<file path="config.mk">
export PLATFORM = sky130hd
export DESIGN_NAME = bt_packet_decoder
export DESIGN_NICKNAME = d
export VERILOG_FILES = /design/src/rtl/hid_pkg.sv /design/src/rtl/hid_cmd_fifo.sv /design/src/rtl/bt_packet_decoder.sv
export SDC_FILE = /design/constraint.sdc
export NUM_CORES = 1
export LEC_CHECK = 0
export ABC_CLOCK_PERIOD_IN_PS = 2450
export CORE_UTILIZATION = 50
export CTS_CLUSTER_SIZE = 12
export DETAILED_ROUTE_END_ITERATION = 8
export PLACE_DENSITY = 0.73
export RECOVER_POWER = 25
export SLEW_MARGIN = 20
export SYNTH_ARGS = -nofsm -noshare
export SYNTH_HDL_FRONTEND = slang
export SYNTH_SLANG_ARGS = --single-unit
</file>
<file path="constraint.sdc">
create_clock -name clk -period 2.45 [get_ports clk]
set_clock_uncertainty 0.1 [all_clocks]
set_input_delay 0.49 -clock clk [delete_from_list [all_inputs] [get_ports clk]]
set_output_delay 0.49 -clock clk [all_outputs]
set_load 0.02 [all_outputs]
</file>
<file path="src/rtl/hid_pkg.sv">
// Shared types and constants for the Bluetooth HID packet decoder.
//   state_t   : framing FSM states (StGetCk exists only in checksum builds)
//   ERR_*     : err_code encodings
//   HDR_MARK  : value of byte[7:6] that marks a header byte
//   CMD_*     : command id values
package hid_pkg;

  typedef enum logic [1:0] {StIdle, StGetX, StGetY, StGetCk} state_t;

  localparam logic [2:0] ERR_RESYNC   = 3'd0;
  localparam logic [2:0] ERR_RANGE    = 3'd1;
  localparam logic [2:0] ERR_TIMEOUT  = 3'd2;
  localparam logic [2:0] ERR_OVERFLOW = 3'd3;
  localparam logic [2:0] ERR_CHECKSUM = 3'd4;

  localparam logic [1:0] HDR_MARK = 2'b11;

  localparam logic [2:0] CMD_MOVE = 3'd1;

endpackage

</file>
<file path="src/rtl/hid_cmd_fifo.sv">
// Synchronous command FIFO with a registered first-word-fall-through head.
//   clk, rst_n : clock, asynchronous active-low reset
//   push/wdata : write request; ignored when full unless a pop happens in the same cycle
//   full       : storage holds DEPTH entries
//   ready      : consumer accepts the head when valid && ready
//   valid/rdata: registered head of the queue
//   count      : entries stored (including the one shown at the head)
// The head register mirrors the oldest entry that was already stored before the current edge,
// so a push into an empty FIFO becomes visible one cycle after it is written.
module hid_cmd_fifo #(
  parameter int unsigned WIDTH = 15,
  parameter int unsigned DEPTH = 4
) (
  input  logic                     clk,
  input  logic                     rst_n,
  input  logic                     push,
  input  logic [WIDTH-1:0]         wdata,
  output logic                     full,
  input  logic                     ready,
  output logic                     valid,
  output logic [WIDTH-1:0]         rdata,
  output logic [$clog2(DEPTH):0]   count
);

  localparam int unsigned AW = $clog2(DEPTH);
  localparam int unsigned CW = AW + 1;

  logic [WIDTH-1:0] mem [DEPTH];
  logic [AW-1:0]    wr_ptr_q, rd_ptr_q, rd_ptr_d;
  logic [CW-1:0]    count_q;
  logic             pop, wr_en, valid_d;

  always_comb begin
    full     = (count_q == CW'(DEPTH));
    pop      = valid && ready;
    // A pop in the same cycle frees the slot a full FIFO needs.
    wr_en    = push && (!full || pop);
    rd_ptr_d = rd_ptr_q + AW'(pop);
    valid_d  = (count_q - CW'(pop)) != '0;
  end

  always_ff @(posedge clk) begin
    if (wr_en) mem[wr_ptr_q] <= wdata;
  end

  always_ff @(posedge clk or negedge rst_n) begin
    if (!rst_n) begin
      wr_ptr_q <= '0;
      rd_ptr_q <= '0;
      count_q  <= '0;
      valid    <= 1'b0;
      rdata    <= '0;
    end else begin
      wr_ptr_q <= wr_ptr_q + AW'(wr_en);
      rd_ptr_q <= rd_ptr_d;
      count_q  <= count_q + CW'(wr_en) - CW'(pop);
      valid    <= valid_d;
      rdata    <= valid_d ? mem[rd_ptr_d] : '0;
    end
  end

  assign count = count_q;

endmodule

</file>
<file path="src/rtl/bt_packet_decoder.sv">
// Frames UART bytes into paint commands (header + 0 or 2 coordinate bytes), checks each frame,
// times out stalled frames and queues decoded commands in a FIFO.
//   clk, rst_n            : clock, asynchronous active-low reset
//   rx_valid, rx_byte     : one-cycle received-byte strobe from uart_rx
//   cmd_valid, cmd_ready  : FIFO head handshake
//   cmd_id, cmd_x, cmd_y  : FIFO head contents (x/y are 0 for argless commands)
//   fifo_count            : entries queued
//   err_pulse, err_code   : registered one-cycle error strobe and cause
// Optional feature: define BT_CHECKSUM_EN to require a trailing checksum byte on every frame.
module bt_packet_decoder
  import hid_pkg::*;
#(
  parameter int unsigned COORD_W        = 6,
  parameter int unsigned FIFO_DEPTH     = 4,
  parameter int unsigned TIMEOUT_CYCLES = 52_083,
  parameter logic [7:0]  ARGLESS_MASK   = 8'h00
) (
  input  logic                          clk,
  input  logic                          rst_n,
  input  logic                          rx_valid,
  input  logic [7:0]                    rx_byte,
  output logic                          cmd_valid,
  input  logic                          cmd_ready,
  output logic [2:0]                    cmd_id,
  output logic [COORD_W-1:0]            cmd_x,
  output logic [COORD_W-1:0]            cmd_y,
  output logic [$clog2(FIFO_DEPTH):0]   fifo_count,
  output logic                          err_pulse,
  output logic [2:0]                    err_code
);

  localparam int unsigned DW = 3 + 2 * COORD_W;
  localparam int unsigned TW = $clog2(TIMEOUT_CYCLES);
  localparam logic [TW-1:0] TMO_LAST = TW'(TIMEOUT_CYCLES - 1);

  state_t               state_q;
  logic [2:0]           id_q;
  logic [COORD_W-1:0]   x_q;
  logic [TW-1:0]        tmo_q;
`ifdef BT_CHECKSUM_EN
  logic [COORD_W-1:0]   y_q;
  logic [7:0]           ck_q;
`endif

  logic               rx_hdr, rx_pay, in_frame, range_bad, hdr_argless;
  logic [2:0]         hdr_id;
  logic [COORD_W-1:0] pay_val;
  logic               e_resync, e_range, e_timeout, e_ovf, e_ck;
  logic               push, fifo_full, err_any;
  logic [DW-1:0]      push_data, head_data;
  logic [2:0]         err_sel;

  always_comb begin
    rx_hdr      = rx_valid && (rx_byte[7:6] == HDR_MARK);
    rx_pay      = rx_valid && (rx_byte[7:6] != HDR_MARK);
    hdr_id      = rx_byte[2:0];
    hdr_argless = ARGLESS_MASK[hdr_id];
    pay_val     = rx_byte[COORD_W-1:0];
    range_bad   = |rx_byte[7:COORD_W];
    in_frame    = (state_q != StIdle);

    e_resync  = rx_hdr && in_frame;
    e_range   = rx_pay && ((state_q == StGetX) || (state_q == StGetY)) && range_bad;
    // A byte arriving in the expiry cycle restarts the window instead.
    e_timeout = !rx_valid && in_frame && (tmo_q == TMO_LAST);

`ifdef BT_CHECKSUM_EN
    e_ck      = rx_pay && (state_q == StGetCk) && (rx_byte != {2'b00, ck_q[5:0]});
    push      = rx_pay && (state_q == StGetCk) && !e_ck;
    push_data = {id_q, x_q, y_q};
`else
    e_ck      = 1'b0;
    push      = (rx_hdr && hdr_argless) || (rx_pay && (state_q == StGetY) && !range_bad);
    push_data = rx_hdr ? {hdr_id, {(2 * COORD_W){1'b0}}} : {id_q, x_q, pay_val};
`endif

    e_ovf = push && fifo_full && !(cmd_valid && cmd_ready);

    err_any = 1'b1;
    if (e_ck)           err_sel = ERR_CHECKSUM;
    else if (e_range)   err_sel = ERR_RANGE;
    else if (e_resync)  err_sel = ERR_RESYNC;
    else if (e_timeout) err_sel = ERR_TIMEOUT;
    else if (e_ovf)     err_sel = ERR_OVERFLOW;
    else begin
      err_any = 1'b0;
      err_sel = 3'd0;
    end
  end

  always_ff @(posedge clk or negedge rst_n) begin
    if (!rst_n) begin
      state_q   <= StIdle;
      id_q      <= '0;
      x_q       <= '0;
      tmo_q     <= '0;
      err_pulse <= 1'b0;
      err_code  <= '0;
`ifdef BT_CHECKSUM_EN
      y_q       <= '0;
      ck_q      <= '0;
`endif
    end else begin
      err_pulse <= err_any;
      err_code  <= err_sel;

      if (rx_valid || !in_frame || e_timeout) tmo_q <= '0;
      else                                    tmo_q <= tmo_q + TW'(1);

      if (rx_hdr) begin
        // Any header (re)starts a frame, discarding whatever was partial.
        id_q <= hdr_id;
        x_q  <= '0;
`ifdef BT_CHECKSUM_EN
        y_q     <= '0;
        ck_q    <= rx_byte;
        state_q <= hdr_argless ? StGetCk : StGetX;
`else
        state_q <= hdr_argless ? StIdle : StGetX;
`endif
      end else if (rx_pay) begin
        case (state_q)
          StGetX: begin
            if (range_bad) state_q <= StIdle;
            else begin
              x_q     <= pay_val;
              state_q <= StGetY;
`ifdef BT_CHECKSUM_EN
              ck_q    <= ck_q ^ rx_byte;
`endif
            end
          end
          StGetY: begin
`ifdef BT_CHECKSUM_EN
            if (range_bad) state_q <= StIdle;
            else begin
              y_q     <= pay_val;
              ck_q    <= ck_q ^ rx_byte;
              state_q <= StGetCk;
            end
`else
            state_q <= StIdle;
`endif
          end
          default: state_q <= StIdle;  // idle payloads are discarded; GET_CK always ends
        endcase
      end else if (e_timeout) begin
        state_q <= StIdle;
      end
    end
  end

  hid_cmd_fifo #(
    .WIDTH (DW),
    .DEPTH (FIFO_DEPTH)
  ) u_fifo (
    .clk   (clk),
    .rst_n (rst_n),
    .push  (push),
    .wdata (push_data),
    .full  (fifo_full),
    .ready (cmd_ready),
    .valid (cmd_valid),
    .rdata (head_data),
    .count (fifo_count)
  );

  assign cmd_id = head_data[DW-1 -: 3];
  assign cmd_x  = head_data[2*COORD_W-1 -: COORD_W];
  assign cmd_y  = head_data[COORD_W-1:0];

endmodule

</file>
# ---- Word level (Yosys, flattened, before mapping)
# Memories as Yosys holds them, arrays and structs flattened.
# Cells that the tools add are included.
dict set report classes {
  add_sub_neg 6
  magnitude_cmp 1
  eq_ne 7
  mux 24
  n_reduce_logical 31
}
# operator n
set op_table {}
lappend op_table {{2-to-1 mux 15 bit} 2}
lappend op_table {{2-to-1 mux 6 bit} 4}
lappend op_table {{2-to-1 mux 2 bit} 9}
lappend op_table {{adder 16 x 1 -> 16 bit (second input constant)} 1}
lappend op_table {{== test 16 bit (second input constant)} 1}
lappend op_table {{2-to-1 mux 16 bit} 1}
lappend op_table {{logical AND 1 bit} 14}
lappend op_table {{2-to-1 mux 1 bit} 8}
lappend op_table {{nonzero test 2 bit} 3}
lappend op_table {{nonzero test 3 bit} 2}
lappend op_table {{subtractor 3 x 1 -> 3 bit} 2}
lappend op_table {{zero test 1 bit} 5}
lappend op_table {{logical OR 1 bit} 5}
lappend op_table {{adder 2 x 1 -> 2 bit} 2}
lappend op_table {{== test 2 bit (second input constant)} 2}
lappend op_table {{< comparator 3 x 4 -> 1 bit (second input constant)} 1}
lappend op_table {{!= test 2 bit (second input constant)} 2}
lappend op_table {{adder 3 x 1 -> 3 bit} 1}
lappend op_table {{== test 3 bit (second input constant)} 1}
lappend op_table {{AND reduction 3 bit} 1}
lappend op_table {{== test 2 x 1 -> 1 bit (second input constant)} 1}
lappend op_table {{OR reduction 2 bit} 1}
dict set report totals {
  register_bits 54
  ramBits 60
  rom_bits 8
  inputBits 12
  out_inout_bits 23
  word_cells 82
  n_memories 2
}
# name words word_bits read_ports rd_ports_with_merged_regs wr line_no
set mem_list {}
lappend mem_list {u_fifo.mem 4 15 1 0 1 hid_cmd_fifo.sv:28} ;# logic [WIDTH-1:0] mem [DEPTH];
lappend mem_list {{(no name shown)} 8 1 1 0 0 bt_packet_decoder.sv:57} ;# hdr_argless = ARGLESS_MASK[hdr_id];

# ---- Longest topological paths before layout
# Gate-level depths: netlist of run 1.
dict set report logic_depth {
  depth_word 11
  depth_mapped 10
  mapped_depth_nobuf 10
}

# ---- Modules after synthesis
# Synthesis of run 1 repeated with hierarchy kept, for this count alone.
dict set report unflattened {
  hier_cells 286
  hier_area_um2 4576.9
}
# module n_inst cells_each area_per_inst_um2 seq_area_each_um2
set modules_own_cells {}
lappend modules_own_cells {hid_cmd_fifo 1 145 3096.7 2377.3}
lappend modules_own_cells {bt_packet_decoder 1 141 1480.2 750.7}

# ---- Worst setup path before layout of run 1
# No wires, ideal clock.
dict set report synth_timing {
  path_type {input to register}
  startpoint {input port rx_byte[7]}
  endpoint {memory u_fifo.mem[1][0] (enable)}
  setup_ns 0.409
  arrival_ns 2.065
  t_required_ns 1.941
  slack_ns -0.124
  cell_stages 4
  n_path_buf 0
  cell_sequence {nor2_1 > nand3_1 > nand2b_1 > nor3b_1}
}
dict set report synth_via {
  elab_chain_cells 8
  elab_cells_between_ends 13
  cone_classes {2 x eq/ne; 2 x mux; 9 x reduce/logical}
}
# item line_no
set synth_lines {}
lappend synth_lines {{start: declaration} bt_packet_decoder.sv:21} ;# input logic [7:0] rx_byte,
lappend synth_lines {{!= test 2 bit} bt_packet_decoder.sv:55} ;# rx_pay = rx_valid && (rx_byte[7:6] != HDR_MARK);
lappend synth_lines {{logical AND 1 bit} bt_packet_decoder.sv:55}
lappend synth_lines {{logical AND 1 bit (2 in series)} bt_packet_decoder.sv:73} ;# push = (rx_hdr && hdr_argless) || (rx_pay && (state_q == StGetY) && !range_bad);
lappend synth_lines {{logical OR 1 bit (*)} bt_packet_decoder.sv:73}
lappend synth_lines {{logical AND 1 bit (*)} hid_cmd_fifo.sv:37} ;# wr_en = push && (!full || pop);
lappend synth_lines {{2-to-1 mux 1 bit (*)} hid_cmd_fifo.sv:43} ;# if (wr_en) mem[wr_ptr_q] <= wdata;
lappend synth_lines {{2-to-1 mux 1 bit (not written as such) (*)} hid_cmd_fifo.sv:43}
lappend synth_lines {{end: declaration} hid_cmd_fifo.sv:28}
# Every way passes the cells marked *; elsewhere a longest branch is shown, timed or not.

# ---- Worst setup path in the final report of run 1
dict set report layout_timing {
  startpoint {input port rx_byte[7]}
  endpoint {memory u_fifo.mem[0][12] (data pin)}
}
dict set report layout_via {
  elab_chain_cells 3
}
# item line_no
set layout_lines {}
lappend layout_lines {{== test 2 bit} bt_packet_decoder.sv:54} ;# rx_hdr = rx_valid && (rx_byte[7:6] == HDR_MARK);
lappend layout_lines {{logical AND 1 bit} bt_packet_decoder.sv:54}
lappend layout_lines {{2-to-1 mux 15 bit} bt_packet_decoder.sv:74} ;# push_data = rx_hdr ? {hdr_id, {(2 * COORD_W){1'b0}}} : {id_q, x_q, pay_val};
lappend layout_lines {{net push_data[12]} bt_packet_decoder.sv:50} ;# logic [DW-1:0] push_data, head_data;
# The timed path passes the listed nets, and every way through them passes these cells.

==> results.md, run 1 <==
* Critical path's top delay family: buffers and inverters
* Final Net Count at 380
* Routed vias at 2535
* Kind of end point of the critical path: flip-flop
* WP data required at 2.59 ns
* Global-route wire length before repair at 13790 um
* Clock Tree Buf Depth at 2
* Final hold vios at 0
* Final worst slack at 0.2269 ns
* Grt total ovfl at 0
* Cell Area, Placed at 0.005223 mm2
* Leakage at 2.251 nW
* Worst-path maximum fanout at 17
* Outcome: complete, but fails checks
* Fin util at 0.6560
* RR Endpoint: u_fifo.count[2]$_DFF_PN0_
* Total number of yosys warnings at 0
* Max Slew Vio Count at 26
* I/O Buffers at 33
* Net Count, Synth at 318
* Ratio of cells with drive above 1 in the final layout at 0.1957
* Max_slew headroom at -0.08133
* Clock sinks at 113
* DRT antenna net count at 0
* Worst setup endpoint: u_fifo.mem[0][12]$_DFFE_PP_
* Setup violators final at 0
* RSZ-0062 raised after global routing: false
* TritonRoute pass-1 iters at 6
* Vias in the first global route at 2705
* CP Class: in -> reg
* Violated checks: design-rule violations, max-capacitance violations, max-slew violations
* Hold crit path type: reg -> reg
* Syn Std Cell Area at 0.004573 mm2
* IO Pins at 35
* GRT Total Usage at 0.1974
* Via-per-instance ratio at 5.326
* Resized Gates After CTS at 0
* Critical path launch point: rx_byte[7]
* TritonCTS clock tree: yes
* Top post-synthesis cells by count: edfxtp_1, dfrtp_1, nor2_1
* Initial antenna violation count at 0
* Core footprint at 0.008806 mm2
* Worst Tran Pin Value at 1.622 ns
* Antenna diodes at 0
* Setup Buffers After CTS at 0
* Iter 0 DRT Violations at 156
* Synth area leaders: edfxtp_1, dfrtp_1, mux4_2
* CTS Buf Count at 17
* Worst path most repeated cell: clkbuf_1
* Synthesized instance count at 293
* Sequential area share after synthesis at 0.6840
* Final instance area at 0.005777 mm2
* Post-DP HPWL at 5056 um
* Cell Rows at 34
* Max Freq at 0.4498 GHz
* Number of synthesized flops with an enable pin at 60
* Clk_lat worst skew at 0.51 ns
* Distinct cells, synth at 39
* R2r worst-path depth at 10
* Total Wirelength at 8250 um
* Avg Cell Area, Syn at 15.61 um2
* Die area at 0.009533 mm2
* Top-count cell post-synth: edfxtp_1
* Slowest stage delay, CP at 0.59 ns
* Primary FF master, synth: edfxtp_1
* Crit-path slowest cell: clkbuf_1
* Yosys top cell by area: edfxtp_1
* Worst slack, placed at -0.06511 ns
* H-tree depth at 4
* Clk slew on worst S/H paths at 0.05 ns
* Largest net degree at the start of global routing at 29
* Levels on crit path at 5
* Critical path startpoint category: input port
* P&R area growth vs syn at 26.32%
* Final min period at 2.223 ns
* VDD IR-drop max at 0.5643 mV
* Max_cap viols at 1
* Final cycle utilization of the critical path at 0.9074
* WL/cell at 17.33 um
* Setup TNS at 0 ns
* Async SR Flop Fraction at 0.4690
* Worst EP arrival at 2.36 ns
* Cell Pwr Density at 1092 mW/mm2
* CP bufs+invs at 3
* Yosys reg bits at 113
* Initial Util at 0.5193
* CTS root buffer: clkbuf_8
* Overall die height at 97.64 um
* Share of Yosys cell area claimed by the top area cell type at 0.3940
* Reg2reg setup slack at 0.38 ns
* Placer Congestion at 0.7928
* Crit-path cells: dlygate4sd3_1 > clkbuf_1 > nand3_1 > clkbuf_1 > mux2_2
* Die span in x at 97.64 um
* R2r startpoint: state_q[0]$_DFFE_PN0P_
* Post-route DRC at 8
==> flip-flops by register name, summed over array words and instances (netlist names) <==
name             flops
u_fifo.wr_ptr_q      2
u_fifo.valid         1
x_q                  6
u_fifo.rd_ptr_q      2
u_fifo.rdata        15
id_q                 3
err_code             2
u_fifo.mem          60
state_q              2
err_pulse            1
tmo_q               16
u_fifo.count         3
==> metrics by stage <==
step / total power, mW / hold slack (ns) / cells
2_1_floorplan: 3.409 / 0.09441 / 293
3_3_place_gp: 4.077 / 0.4095 / 443
3_5_place_dp: 4.106 / 0.4166 / 443
4_1_cts: 6.378 / 0.4239 / 476
5_1_grt: 6.597 / 0.4612 / 476
6_report: 6.310 / 0.4197 / 476
==> worst min path at each step <==
stage / slack (ns) / start / endpoint / cells past startpoint
final: 0.42 / tmo_q[0]$_DFF_PN0_ / tmo_q[0]$_DFF_PN0_ / 1
after global routing: 0.46 / id_q[2]$_DFFE_PN0P_ / id_q[2]$_DFFE_PN0P_ / 1
after CTS: 0.42 / tmo_q[0]$_DFF_PN0_ / tmo_q[0]$_DFF_PN0_ / 1
after detailed placement: 0.42 / tmo_q[0]$_DFF_PN0_ / tmo_q[0]$_DFF_PN0_ / 1
after global placement: 0.41 / tmo_q[0]$_DFF_PN0_ / tmo_q[0]$_DFF_PN0_ / 1
after floorplan: 0.09 / rst_n / err_code[0]$_DFF_PN0_ / 0
==> where the power goes <==
| group | total (mW) | switching (mW) | internal (mW) | leakage (nW) |
|---|---|---|---|---|
| combinational | 1.70 | 0.792 | 0.910 | 0.748 |
| sequential | 2.35 | 0.109 | 2.24 | 1.23 |
| clock | 2.26 | 0.805 | 1.45 | 0.273 |
==> logic make-up after synthesis <==
group                      Yosys count  share of synthesized area
AOI/OAI and AO/OA                    9                    0.01149
xor gates and xnor gates            18                    0.03447
adders and majority gates           13                    0.03721
buffers and inverters               23                    0.02134
DFF                                113                     0.6840
muxes                               24                    0.09576
other                                1                  0.0008200
and+or+nand+nor                     92                     0.1149
==> cells in the final DEF (no fill, tap or decap), drive strengths merged, types with 7 or more instances in the layout <==
cell / count
mux2: 8
mux4: 15
inv: 15
clkdlybuf4s50: 31
nand3: 8
dfrtp: 53
edfxtp: 60
buf: 15
nor2b: 16
xor2: 7
and2: 12
ha: 12
nand4: 8
clkinv: 9
xnor2: 11
nor2: 20
clkbuf: 23
==> per-layer routing <==
layer / GRT usage / part of all wire / vias up
met5: 0 / 0 / -
met4: 0.08275 / 0.013 / 0
met3: 0.05755 / 0.044 / 10
met2: 0.3181 / 0.50 / 61
met1: 0.2511 / 0.44 / 1283
li1: - / - / 1181
==> repair_timing <==
| action | in CTS | in global routing |
|---|---|---|
| hold buffers | 1 | 0 |
| endpoints found under the setup margin | 0 | 0 |
| endpoints found under the hold margin | 25 | 0 |
==> area by class of cell <==
type | count | area (um2)
clock buffer | 20 | 435.4
clock inverter | 12 | 117.6
fill | 626 | 3029
inverter | 15 | 56.30
multi-input combinational | 157 | 1363
sequential | 113 | 3128
tap | 108 | 135.1
timing repair buffer | 51 | 541.8
(Power assumes the default switching activity.)
==> run 2: changes to the inputs <==
--- a/config.mk
+++ b/config.mk
@@ -15,3 +15,4 @@
 export SYNTH_ARGS = -nofsm -noshare
 export SYNTH_HDL_FRONTEND = slang
 export SYNTH_SLANG_ARGS = --single-unit
+export TNS_END_PERCENT = 5
==> results.md, run 2 (synthesized netlist as in run 1, its figures left out) <==
* CTS Buf Count at 17 (unchanged)
* Final Net Count at 384 (+1.1%)
* Max Freq at 0.4529 GHz (+0.69%)
* Largest regs: u_fifo.mem x60, tmo_q x16, u_fifo.rdata x15
* Worst Tran Pin Value at 1.400 ns (-0.2223 ns)
* Overall power at 6.602 mW (+4.6%)
* Hold Slack at 0.2234 ns (-0.1963 ns)
* Post-DP HPWL at 5401 um (+6.8%)
* Ratio of cells with drive above 1 in the final layout at 0.2097 (+0.01403)
* Vias in the first global route at 2841 (+5.0%)
* Global-route wire length before repair at 14580 um (+5.8%)
* Cell Pwr Density at 1135 mW/mm2 (+3.9%)
* Final min period at 2.208 ns (-0.01519 ns)
* Largest net degree at the start of global routing at 28 (-3.4%)
* Post-route DRC at 10 (+2)
* Reg with most FFs: u_fifo.mem
* Placer Congestion at 0.8039 (+1.4%)
* Outcome: complete, but fails checks
* Commonest non-fill, non-tap cell in the layout: edfxtp_1
* Via-per-instance ratio at 5.435 (+2.1%)
* Clk_lat worst skew at 0.50 ns (about the same)
* Kind of end point of the critical path: output port
* H-tree depth at 4 (unchanged)
* Max_slew headroom at 0.06684 (+0.1482)
* R2r startpoint: state_q[0]$_DFFE_PN0P_
* Die area at 0.009533 mm2 (unchanged)
* Levels on crit path at 1 (-4)
* # fillers at 608 (-2.9%)
* IO Pins at 35 (unchanged)
* Setup TNS at 0 ns (unchanged)
* Setup Buffers After CTS at 0 (unchanged)
* Total Wirelength at 8580 um (+4.0%)
* Violated checks: design-rule violations
* Slowest stage delay, CP at 0.65 ns (+0.06 ns)
* Setup violators final at 0 (unchanged)
* Cell Rows at 34 (unchanged)
* Initial Util at 0.5193 (unchanged)
* DRT antenna net count at 0 (unchanged)
* VDD IR-drop max at 0.6316 mV (+12%)
* R2r worst-path depth at 10 (unchanged)
* Core footprint at 0.008806 mm2 (unchanged)
* Routed wl met3 at 343 um (-6.0%)
* Iter 0 DRT Violations at 95 (-39%)
* Worst-path maximum fanout at 5 (-12)
* Highest routed layer: met4
* TritonCTS clock tree: yes
* Grt total ovfl at 0 (unchanged)
* CP Class: reg -> out
* Antenna diodes at 0 (unchanged)
* Clock sinks at 113 (unchanged)
* Overall die height at 97.64 um (unchanged)
* Routed vias at 2609 (+2.9%)
* GRT Total Usage at 0.2056 (+0.008168)
* P&R area growth vs syn at 27.22%
* Worst slack, placed at -0.01595 ns (+0.04916 ns)
* I/O Buffers at 33 (unchanged)
* RSZ-0062 raised after global routing: false
* Clk slew on worst S/H paths at 0.06 ns (about the same)
* Commonest cells after routing, fill and taps aside: edfxtp_1, dfrtp_1, clkdlybuf4s50_1, nor2_1
* Max Slew Vio Count at 0 (-100%)
* Reg2reg setup slack at 0.41 ns (+0.03 ns)
* WL/cell at 17.88 um (+3.1%)
* TritonRoute pass-1 iters at 7 (+1)
* M1 WL at 3872 um (+6.0%)
* Cell Area, Placed at 0.005202 mm2 (-0.38%)
* Largest register FFs at 60 (unchanged)
* WP data required at 1.86 ns (-0.73 ns)
* Clock Tree Buf Depth at 2 (unchanged)
* Met2 wire len at 4272 um (+3.6%)
* Initial antenna violation count at 0 (unchanged)
* Crit-path slowest cell: clkdlybuf4s50_1
* CTS root buffer: clkbuf_8
* Critical path's top delay family: buffers and inverters
* CP bufs+invs at 1 (-2)
* Final hold vios at 0 (unchanged)
* Crit-path cells: clkdlybuf4s50_1
* Final worst slack at 0.2421 ns (+0.01519 ns)
* Leakage at 2.271 nW (+0.89%)
* Die span in x at 97.64 um (unchanged)
* Worst EP arrival at 1.62 ns (-0.74 ns)
* Critical path startpoint category: flip-flop
* Critical path launch point: u_fifo.count[1]$_DFF_PN0_
* Max_cap viols at 0 (-1)
* Final cycle utilization of the critical path at 0.9012 (-0.006202)
* Hold crit path type: in -> async
* Final instance area at 0.005818 mm2 (+0.71%)
==> run 2: cell count changes in the layout (fill, tap and decap cells not counted), sizes merged <==
cell and delta:
buf +2, clkbuf -1, bufinv +2, clkinv -5, clkinvlp +3, inv +3
==> run 2: cell type report <==
cell class                 count  area [um2]  area share
sequential                   113        3128      0.5376
multi-input combinational    157        1363      0.2342
timing repair buffer          55       515.5     0.08860
clock buffer                  17       414.1     0.07118
clock inverter                15       206.4     0.03548
tap                          108       135.1     0.02323
inverter                      15       56.30    0.009677
==> run 2: metrics by stage <==
stage / cells / utilization
after floorplan: 293 / -
after global placement: 447 / 0.5908
after detailed placement: 447 / 0.5908
after CTS: 480 / 0.6624
after global routing: 480 / 0.6607
final: 480 / 0.6607
==> run 2: repair_timing <==
item                      in CTS  in global routing
gates resized for setup        0                  0
hold buffers                   1                  0
hold endpoints to repair      53                  0
==> run 2: routing by layer <==
layer / global-route usage / vias to the layer above
li1: - / 1192
met1: 0.2641 / 1351
met2: 0.3306 / 56
met3: 0.06835 / 10
met4: 0.06760 / 0
met5: 0 / -
==> run 2: path summary, 6_finish.rpt <==
check,end
worst max-delay path,fifo_count[1]
worst min-delay path,u_fifo.count[2]$_DFF_PN0_
worst min register to register,tmo_q[0]$_DFF_PN0_
max in group asynchronous,state_q[1]$_DFFE_PN0P_
worst max register to register,u_fifo.count[2]$_DFF_PN0_
min in group clk,tmo_q[0]$_DFF_PN0_
==> run 2: report_power, final <==
group          switching, mW  total, mW  internal, mW
Sequential             0.113       2.35          2.24
Combinational          0.794       1.70         0.908
Clock                  0.891       2.55          1.66
==> run 3: changes to the inputs <==
--- a/config.mk
+++ b/config.mk
@@ -7,6 +7,7 @@
 export LEC_CHECK = 0
 export ABC_CLOCK_PERIOD_IN_PS = 2450
 export CORE_UTILIZATION = 50
+export CTS_BUF_LIST = sky130_fd_sc_hd__clkbuf_4
 export CTS_CLUSTER_SIZE = 12
 export DETAILED_ROUTE_END_ITERATION = 8
 export PLACE_DENSITY = 0.73
==> results.md, run 3 (synthesized netlist as in run 1, its figures left out) <==
* Violated checks: design-rule violations, max-capacitance violations, max-slew violations
* R2r startpoint: state_q[0]$_DFFE_PN0P_
* Placer Congestion at 0.8039 (unchanged)
* Slowest stage delay, CP at 0.65 ns (about the same)
* Max_slew headroom at -0.02445 (-0.09129)
* P&R area growth vs syn at 20.93%
* Max Slew Vio Count at 28 (+28)
* Cell Pwr Density at 1010 mW/mm2 (-11%)
* Total Wirelength at 8100 um (-5.6%)
* Switching power at 1.630 mW (-9.3%)
* Levels on crit path at 1 (unchanged)
* Final Net Count at 384 (unchanged)
* CTS root buffer: clkbuf_4
* Hold Slack at 0.2138 ns (-0.009581 ns)
* RR Endpoint: u_fifo.count[2]$_DFF_PN0_
* Post-DP HPWL at 5401 um (unchanged)
* Setup violators final at 0 (unchanged)
* Post-route DRC at 10 (unchanged)
* Commonest non-fill, non-tap cell in the layout: edfxtp_1
* GRT Total Usage at 0.1949 (-0.01072)
* WP data required at 1.86 ns (about the same)
* Clock Tree Buf Depth at 2 (unchanged)
* Hold crit path type: in -> async
* Largest net degree at the start of global routing at 28 (unchanged)
* Overall power at 5.588 mW (-15%)
* TritonCTS clock tree: yes
* Global-route wire length before repair at 13950 um (-4.3%)
* Reg2reg setup slack at 0.42 ns (about the same)
* Leakage at 2.142 nW (-5.7%)
* Final min period at 2.214 ns (+0.006323 ns)
* Largest register FFs at 60 (unchanged)
* Max_cap viols at 1 (+1)
* Final cycle utilization of the critical path at 0.9038 (+0.002581)
* Crit-path slowest cell: clkdlybuf4s50_1
* Register area at 0.003128 mm2 (unchanged)
* Met2 wire len at 4062 um (-4.9%)
* Final hold vios at 0 (unchanged)
* Highest routed layer: met4
* Sequential power share at 0.420 (+0.064)
* Initial antenna violation count at 0 (unchanged)
* Routed vias at 2582 (-1.0%)
* Largest regs: u_fifo.mem x60, tmo_q x16, u_fifo.rdata x15
* Resized Gates After CTS at 0 (unchanged)
* # fillers at 665 (+9.4%)
* Max Freq at 0.4516 GHz (-0.29%)
* Setup Buffers After CTS at 0 (unchanged)
* Critical path's top delay family: buffers and inverters
* Vias in the first global route at 2810 (-1.1%)
* Worst-path maximum fanout at 5 (unchanged)
* Clk slew on worst S/H paths at 0.12 ns (+0.06 ns)
* Worst Tran Pin Value at 1.537 ns (+0.1369 ns)
* H-tree depth at 4 (unchanged)
* Overall die height at 97.64 um (unchanged)
* RSZ-0062 raised after global routing: false
* Cell Rows at 34 (unchanged)
* Crit-path cells: clkdlybuf4s50_1
* Iter 0 DRT Violations at 87 (-8.4%)
* Int Power at 3.958 mW (-18%)
* Core footprint at 0.008806 mm2 (unchanged)
* Reg with most FFs: u_fifo.mem
* Combinational share of power at 0.301 (+0.043)
* Setup TNS at 0 ns (unchanged)
* CP bufs+invs at 1 (unchanged)
* CTS Buf Count at 17 (unchanged)
* DRT antenna net count at 0 (unchanged)
* Ratio of cells with drive above 1 in the final layout at 0.2070 (-0.002688)
* Grt total ovfl at 0 (unchanged)
* WL/cell at 16.88 um (-5.6%)
* Kind of end point of the critical path: output port
* TritonRoute pass-1 iters at 7 (unchanged)
* M1 WL at 3585 um (-7.4%)
* Via-per-instance ratio at 5.379 (-1.0%)
* Antenna diodes at 0 (unchanged)
* Fin util at 0.6280 (-0.03268)
* Commonest cells after routing, fill and taps aside: edfxtp_1, dfrtp_1, clkdlybuf4s50_1, nor2_1, clkbuf_4
* Clk_lat worst skew at 0.50 ns (about the same)
* Area of the multi-input gates at 0.001363 mm2 (unchanged)
* Initial Util at 0.5193 (unchanged)
* Outcome: complete, but fails checks
* Die area at 0.009533 mm2 (unchanged)
* IO Pins at 35 (unchanged)
* R2r worst-path depth at 10 (unchanged)
* I/O Buffers at 33 (unchanged)
* Critical path startpoint category: flip-flop
* CP Class: reg -> out
* Die span in x at 97.64 um (unchanged)
* Clock share of power at 0.279 (-0.107)
* Worst EP arrival at 1.62 ns (about the same)
* Sw Ratio at 0.2917 (+0.01945)
* Clock sinks at 113 (unchanged)
* VDD IR-drop max at 0.6469 mV (+2.4%)
* Routed wl met3 at 371 um (+8.2%)
run 3: layer usage:
layer	vias to the layer above	GRT usage
met5	-	0
met4	0	0.06643
met3	7	0.06043
met2	62	0.3131
met1	1320	0.2525
li1	1193	-
run 3: timing repair:
item	in CTS	in global routing
setup endpoints to repair	0	0
hold buffers	1	0
hold endpoints to repair	53	0
run 3: power groups by stage:
stage / Sequential [mW] / Combinational [mW] / Clock (mW)
2_1_floorplan: 2.56 / 0.849 / 0
3_3_place_gp: 2.39 / 1.69 / 0
3_5_place_dp: 2.39 / 1.71 / 0
4_1_cts: 2.35 / 1.72 / 1.61
5_1_grt: 2.37 / 1.83 / 1.69
6_report: 2.34 / 1.68 / 1.56
run 3: cell type report:
| cell class | instances | area share |
|---|---|---|
| clock buffers | 17 | 0.02308 |
| clock inverters | 15 | 0.03733 |
| inverters | 15 | 0.01018 |
| multi-input cells | 157 | 0.2464 |
| flip-flops and latches | 113 | 0.5656 |
| well taps | 108 | 0.02443 |
| repair buffers | 55 | 0.09299 |
run 3: how the worst max path moves through the flow:
| stage | startpoint | to |
|---|---|---|
| after detailed placement | cmd_ready | u_fifo.rdata[13]$_DFF_PN0_ |
| after global routing | rst_n | tmo_q[0]$_DFF_PN0_ |
| after CTS | u_fifo.count[1]$_DFF_PN0_ | fifo_count[1] |
| after floorplan | rx_byte[7] | u_fifo.mem[2][0]$_DFFE_PP_ |
| final | u_fifo.count[1]$_DFF_PN0_ | fifo_count[1] |
| after global placement | cmd_ready | u_fifo.count[2]$_DFF_PN0_ |
run 3: worst register-to-register path, cell delays in order (launching register included):
cell      delay, ns
dfrtp_1        0.40
inv_1          0.10
ha_1           0.18
nand3_1        0.10
nand2b_1       0.17
inv_1          0.08
ha_1           0.14
inv_1          0.05
fa_1           0.37
xnor2_1        0.14
xnor2_1        0.13
run 3: metrics by stage:
stage | setup slack [ns] | instance area (um2) | cells
global route | 0.06878 | 5530 | 480
finish | 0.2358 | 5530 | 480
floorplan | -0.1237 | 4578 | 293
global placement | -0.001943 | 5202 | 447
CTS | 0.1799 | 5547 | 480
detailed placement | -0.01595 | 5202 | 447
==> RTL change 1 (flow settings as in run 1) <==
Make the reset (`rst_n`) synchronous in 2 clocked blocks. Comments in the files are not updated.
--- a/src/rtl/hid_cmd_fifo.sv
+++ b/src/rtl/hid_cmd_fifo.sv
@@ -45,3 +45,3 @@
 
-  always_ff @(posedge clk or negedge rst_n) begin
+  always_ff @(posedge clk) begin
     if (!rst_n) begin
--- a/src/rtl/bt_packet_decoder.sv
+++ b/src/rtl/bt_packet_decoder.sv
@@ -90,3 +90,3 @@
 
-  always_ff @(posedge clk or negedge rst_n) begin
+  always_ff @(posedge clk) begin
     if (!rst_n) begin
Formal check against the unedited RTL: differs if rst_n is asserted again (counterexample within 4 cycles, from zero or initial values and one cycle with rst_n low); with rst_n held inactive, the same outputs for 10 cycles.
==> RTL change 1 against run 1 <==
- synthesized area is 3.6% lower
- cell area shrank 3.2%
- sequential power decreased by 8.5%
- largest cell class unchanged
- setup slack gained 0.039 ns
- clock power is 4% higher
- sequential cell count unchanged
- first-iteration DRC count shrank 19%
- non-clock buffer count did not move
- critical path type is now flip-flop to primary output
- highest routed layer unchanged
- register-to-register slack worse by 0.05 ns
- total power decreased by 14%
- synthesized cell count grew 11%
- wire length fell by 0.63%
- final cell count rose by 5.0%
==> RTL change 1: results (changes against run 1) <==
Leakage Power - 1.96 nW (was 2.25 nW)
mux contribution to synthesized area - 8.43% (was 9.58%)
slew of the pin with the lowest slew margin - 0.703 ns (was 1.62 ns)
Switching Power - 1.31 mW (was 1.71 mW)
CP Max Fanout - 5 (was 17)
DP Worst Slack - -0.211 ns (was -0.0651 ns)
Worst Hold Depth - 2 (was 1)
first-pass GRT wire length - 13400 microns (was 13800 microns)
via/cell ratio - 5.30 (was 5.33)
worst min-delay path startpoint - x_q[1]$_SDFFE_PP0P_ (was tmo_q[0]$_DFF_PN0_)
vias in the first global route - 2749 (was 2705)
Max Cap Viol - 0 (was 1)
dpl cell area - 0.00502 sq mm (was 0.00522 sq mm)
Worst Hold Path EP - x_q[1]$_SDFFE_PP0P_ (was tmo_q[0]$_DFF_PN0_)
Pre-antenna DRT Iters - 4 (was 6)
# nets final - 406 (was 380)
largest net degree at the start of global routing - 18 (was 29)
status - completed (was finished, violations left)
WL met3 - 209 microns (was 365 microns)
Seq/Total Area, Yosys - 64.9% (was 68.4%)
reg2reg start - u_fifo.count[1]$_SDFF_PN0_ (was state_q[0]$_DFFE_PN0P_)
Synth Area in Compound Gates - 2.16% (was 1.15%)
worst setup path start - u_fifo.count[2]$_SDFF_PN0_ (was rx_byte[7])
CP max stage delay - 0.65 ns (was 0.59 ns)
Peak supply drop - 0.554 mV (was 0.564 mV)
Mapped Cells - 324 (was 293)
Vias - 2648 (was 2535)
xor/xnor share of the synthesized area - 3.97% (was 3.45%)
DR iter-0 viols - 127 (was 156)
Clock Power Share - 43.1% (was 35.8%)
reg-to-reg endpoint - u_fifo.count[2]$_SDFF_PN0_ (was u_fifo.count[2]$_DFF_PN0_)
Total Routing Usage GR - 20.5% (was 19.7%)
top cells by area, synth - edfxtp_1 41%, dfxtp_1 24%, mux4_2 7.7%, xnor2_1 3.2%, and2_1 3.1% (was edfxtp_1 39%, dfrtp_1 29%, mux4_2 7.4%, ha_1 3.3%, nor2b_1 2.2%)
met2 wire len - 4190 microns (was 4120 microns)
share of layout cells above drive strength 1 - 16.5% (was 19.6%)
Reg2Reg Setup Slack - 0.33 ns (was 0.38 ns)
Adder-Cell Fraction of Synth Area - 3.57% (was 3.72%)
ys async rst share - 0% (was 46.9%)
share of the synthesized area in the top cell type - 40.9% (was 39.4%)
DP Wirelength - 5130 microns (was 5060 microns)
WL met1 - 3700 microns (was 3650 microns)
arrival time worst endpoint - 1.59 ns (was 2.36 ns)
Netlist cell types - 38 (was 39)
most instantiated cells after synthesis - 60 x edfxtp_1, 53 x dfxtp_1, 24 x nor2_1 (was 60 x edfxtp_1, 53 x dfrtp_1, 20 x nor2_1)
Filler cells - 605 (was 626)
Gate power share - 17.6% (was 27.0%)
==> RTL change 1: worst max path at each step <==
stage                                 endpoint  slack [ns]  cells after the start
floorplan           u_fifo.mem[1][0]$_DFFE_PP_       -0.21                      4
global placement    u_fifo.count[2]$_SDFF_PN0_       -0.17                     10
detailed placement  u_fifo.count[2]$_SDFF_PN0_       -0.21                     10
CTS                              fifo_count[2]        0.23                      1
global route        u_fifo.count[2]$_SDFF_PN0_        0.15                     10
finish                           fifo_count[2]        0.27                      1
==> RTL change 1: layer usage <==
metal,up-vias,track usage [%]
met4,0,9.33
li1,1276,-
met3,12,4.27
met1,1312,25.9
met5,-,0
met2,48,34.1
==> RTL change 1: area by class of cell <==
class                      count  area [sq um]  area share [%]
sequential                   113          2860            51.2
clock buffer                  20           435            7.79
clock inverter                12           141            2.53
tap                          105           131            2.35
multi-input combinational    184          1450            25.9
inverter                      15          56.3            1.01
timing repair buffer          51           517            9.24
==> RTL change 2 (config.mk and constraints of run 1) <==
Made on the original files. Set the parameter `FIFO_DEPTH` to 16 (it was 4).
--- a/src/rtl/bt_packet_decoder.sv
+++ b/src/rtl/bt_packet_decoder.sv
@@ -13,3 +13,3 @@
   parameter int unsigned COORD_W        = 6,
-  parameter int unsigned FIFO_DEPTH     = 4,
+  parameter int unsigned FIFO_DEPTH     = 16,
   parameter int unsigned TIMEOUT_CYCLES = 52_083,
Interface: changed (resized fifo_count); port bits go from 35 to 37. The function was not compared with the original's and may differ.
==> RTL change 2 against run 1 <==
- wire length increased to 3.3 times the old value
- fmax decreased by 8.8%
- total power increased to 2.7 times the old value
- synthesized area increased to 2.7 times the old value
- core utilization decreased by 3.2 points
- via count increased by 150%
- setup slack got worse by 0.22 ns
- cell area increased to 2.6 times the old value
- sequential cell count increased by 186
- critical path type unchanged
- critical endpoint is now u_fifo.mem[14][13]$_DFFE_PP_
==> RTL change 2: results (changes against run 1) <==
status - completed (was finished, violations left)
clk buf depth - 3 (was 2)
number of synthesized flops with an enable pin - 240 (was 60)
Mapped Cells - 623 (was 293)
Reg2Reg Depth - 9 (was 10)
Max Cap Viol - 0 (was 1)
Clock transition at path regs - 0.06 ns
Seq. pwr - 6.01 mW (was 2.35 mW)
slew of the pin with the lowest slew margin - 0.924 ns (was 1.62 ns)
final wirelength - 27200 microns (was 8250 microns)
dpl cell area - 0.0136 sq mm (was 0.00522 sq mm)
DP Worst Slack - -0.495 ns (was -0.0651 ns)
Hold Crit Class - input port to async pin (was flip-flop to flip-flop)
arrival time worst endpoint - 2.54 ns (was 2.36 ns)
DR iter-0 viols - 566 (was 156)
Vias - 6318 (was 2535)
Synth Warn # - 0 (unchanged)
CTS Buf Count - 31 (was 17)
most instantiated cells after synthesis - 240 x edfxtp_1, 59 x dfrtp_1, 45 x mux4_1 (was 60 x edfxtp_1, 53 x dfrtp_1, 20 x nor2_1)
first-pass GRT wire length - 39300 microns (was 13800 microns)
largest net degree at the start of global routing - 49 (was 29)
Peak supply drop - 0.656 mV (was 0.564 mV)
# placed instances - 1025 (was 443)
final RePlAce weighted congestion - 0.805 (was 0.793)
ys async rst share - 19.7% (was 46.9%)
# nets final - 787 (was 380)
Netlist cell types - 45 (was 39)
reg2reg start - u_fifo.valid$_DFF_PN0_ (was state_q[0]$_DFFE_PN0P_)
CP max stage delay - 0.70 ns (was 0.59 ns)
vias in the first global route - 6496 (was 2705)
CP max-delay cell - clkbuf_1 (unchanged)
family with the most delay on the worst path - buffers and inverters (unchanged)
Root Buffer - clkbuf_16 (was clkbuf_8)
Largest regs - u_fifo.mem: 240 flops, tmo_q: 16 flops, u_fifo.rdata: 15 flops (was u_fifo.mem: 60 flops, tmo_q: 16 flops, u_fifo.rdata: 15 flops)
DP Wirelength - 16300 microns (was 5060 microns)
Leakage Power - 5.48 nW (was 2.25 nW)
routed length per instance - 24.8 microns (was 17.3 microns)
H-tree depth - 1 (was 4)
share of layout cells above drive strength 1 - 24.7% (was 19.6%)
net count after synthesis - 657 (was 318)
worst setup path start - rx_byte[6] (was rx_byte[7])
Gate power share - 39.3% (was 27.0%)
Logic power comb - 6.78 mW (was 1.70 mW)
port bufs - 35 (was 33)
clk_lat worst skew - 0.56 ns (was 0.51 ns)
Int Power - 12.1 mW (was 4.60 mW)
initial antenna violation count - 0 (unchanged)
ANT cells - 0 (unchanged)
Seq/Total Area, Yosys - 70.8% (was 68.4%)
top cells by area, synth - edfxtp_1 59%, dfrtp_1 12%, mux4_1 9.6%, mux4_2 2.8%, mux2i_1 2.5% (was edfxtp_1 39%, dfrtp_1 29%, mux4_2 7.4%, ha_1 3.3%, nor2b_1 2.2%)
Total Routing Usage GR - 21.7% (was 19.7%)
endpoints failing setup - 0 (unchanged)
Pre-antenna DRT Iters - 6 (unchanged)
CP Max Fanout - 17 (unchanged)
## RTL change 2: cell count changes after synthesis, sizes merged, moves of 4 or more
cell    delta
ha         +9
mux4      +45
mux2i     +30
buf       +17
nor2      +12
nor2b     -16
xor2      +10
a21oi     +16
mux2      +15
edfxtp   +180
dfrtp      +6
nand3      +4
## RTL change 2: kinds of logic (layout without fill, tap and decap cells)
group	count (synthesis)	after routing	share of synthesized area (%)
muxes	114	114	17.2
buffers and inverters	39	194	1.96
and+or+nand+nor	96	96	4.34
DFF	299	299	70.8
AOI/OAI and AO/OA	27	27	1.52
adders and majority gates	22	22	2.30
xor gates and xnor gates	25	25	1.91
other	1	1	0.0306
## RTL change 2: timing repair
item | 4_1_cts | 5_1_grt
setup endpoints to repair | 13 | 68
pin swaps | 0 | 1
gates resized for setup | 5 | 20
cloned | 0 | 5
setup buffers | 0 | 8
hold buffers | 1 | 0
hold endpoints to repair | 11 | 0
## RTL change 2: final timing paths
path / to / slack, ns
worst max-delay path: u_fifo.mem[14][13]$_DFFE_PP_ / 0.01
worst min-delay path: u_fifo.rdata[8]$_DFF_PN0_ / 0.39
worst max register to register: u_fifo.rdata[8]$_DFF_PN0_ / 0.04
worst min register to register: tmo_q[0]$_DFF_PN0_ / 0.40
max in group asynchronous: u_fifo.rdata[14]$_DFF_PN0_ / 0.57
min in group clk: tmo_q[0]$_DFF_PN0_ / 0.40
## RTL change 2: final cells by class
cell class	count	area, sq um
fill	1611	8930
sequential	299	8680
multi-input combinational	285	3460
timing repair buffer	124	1270
clock buffer	50	867
tap	319	399
clock inverter	8	96.3
inverter	12	45.0
## RTL change 2: per-layer routing
metal	up-vias	routed length (microns)	GRT usage, %
met3	56	1530	3.16
met4	0	804	6.50
li1	2768	-	-
met2	210	13700	37.1
met1	3284	11200	29.1
met5	-	0	0
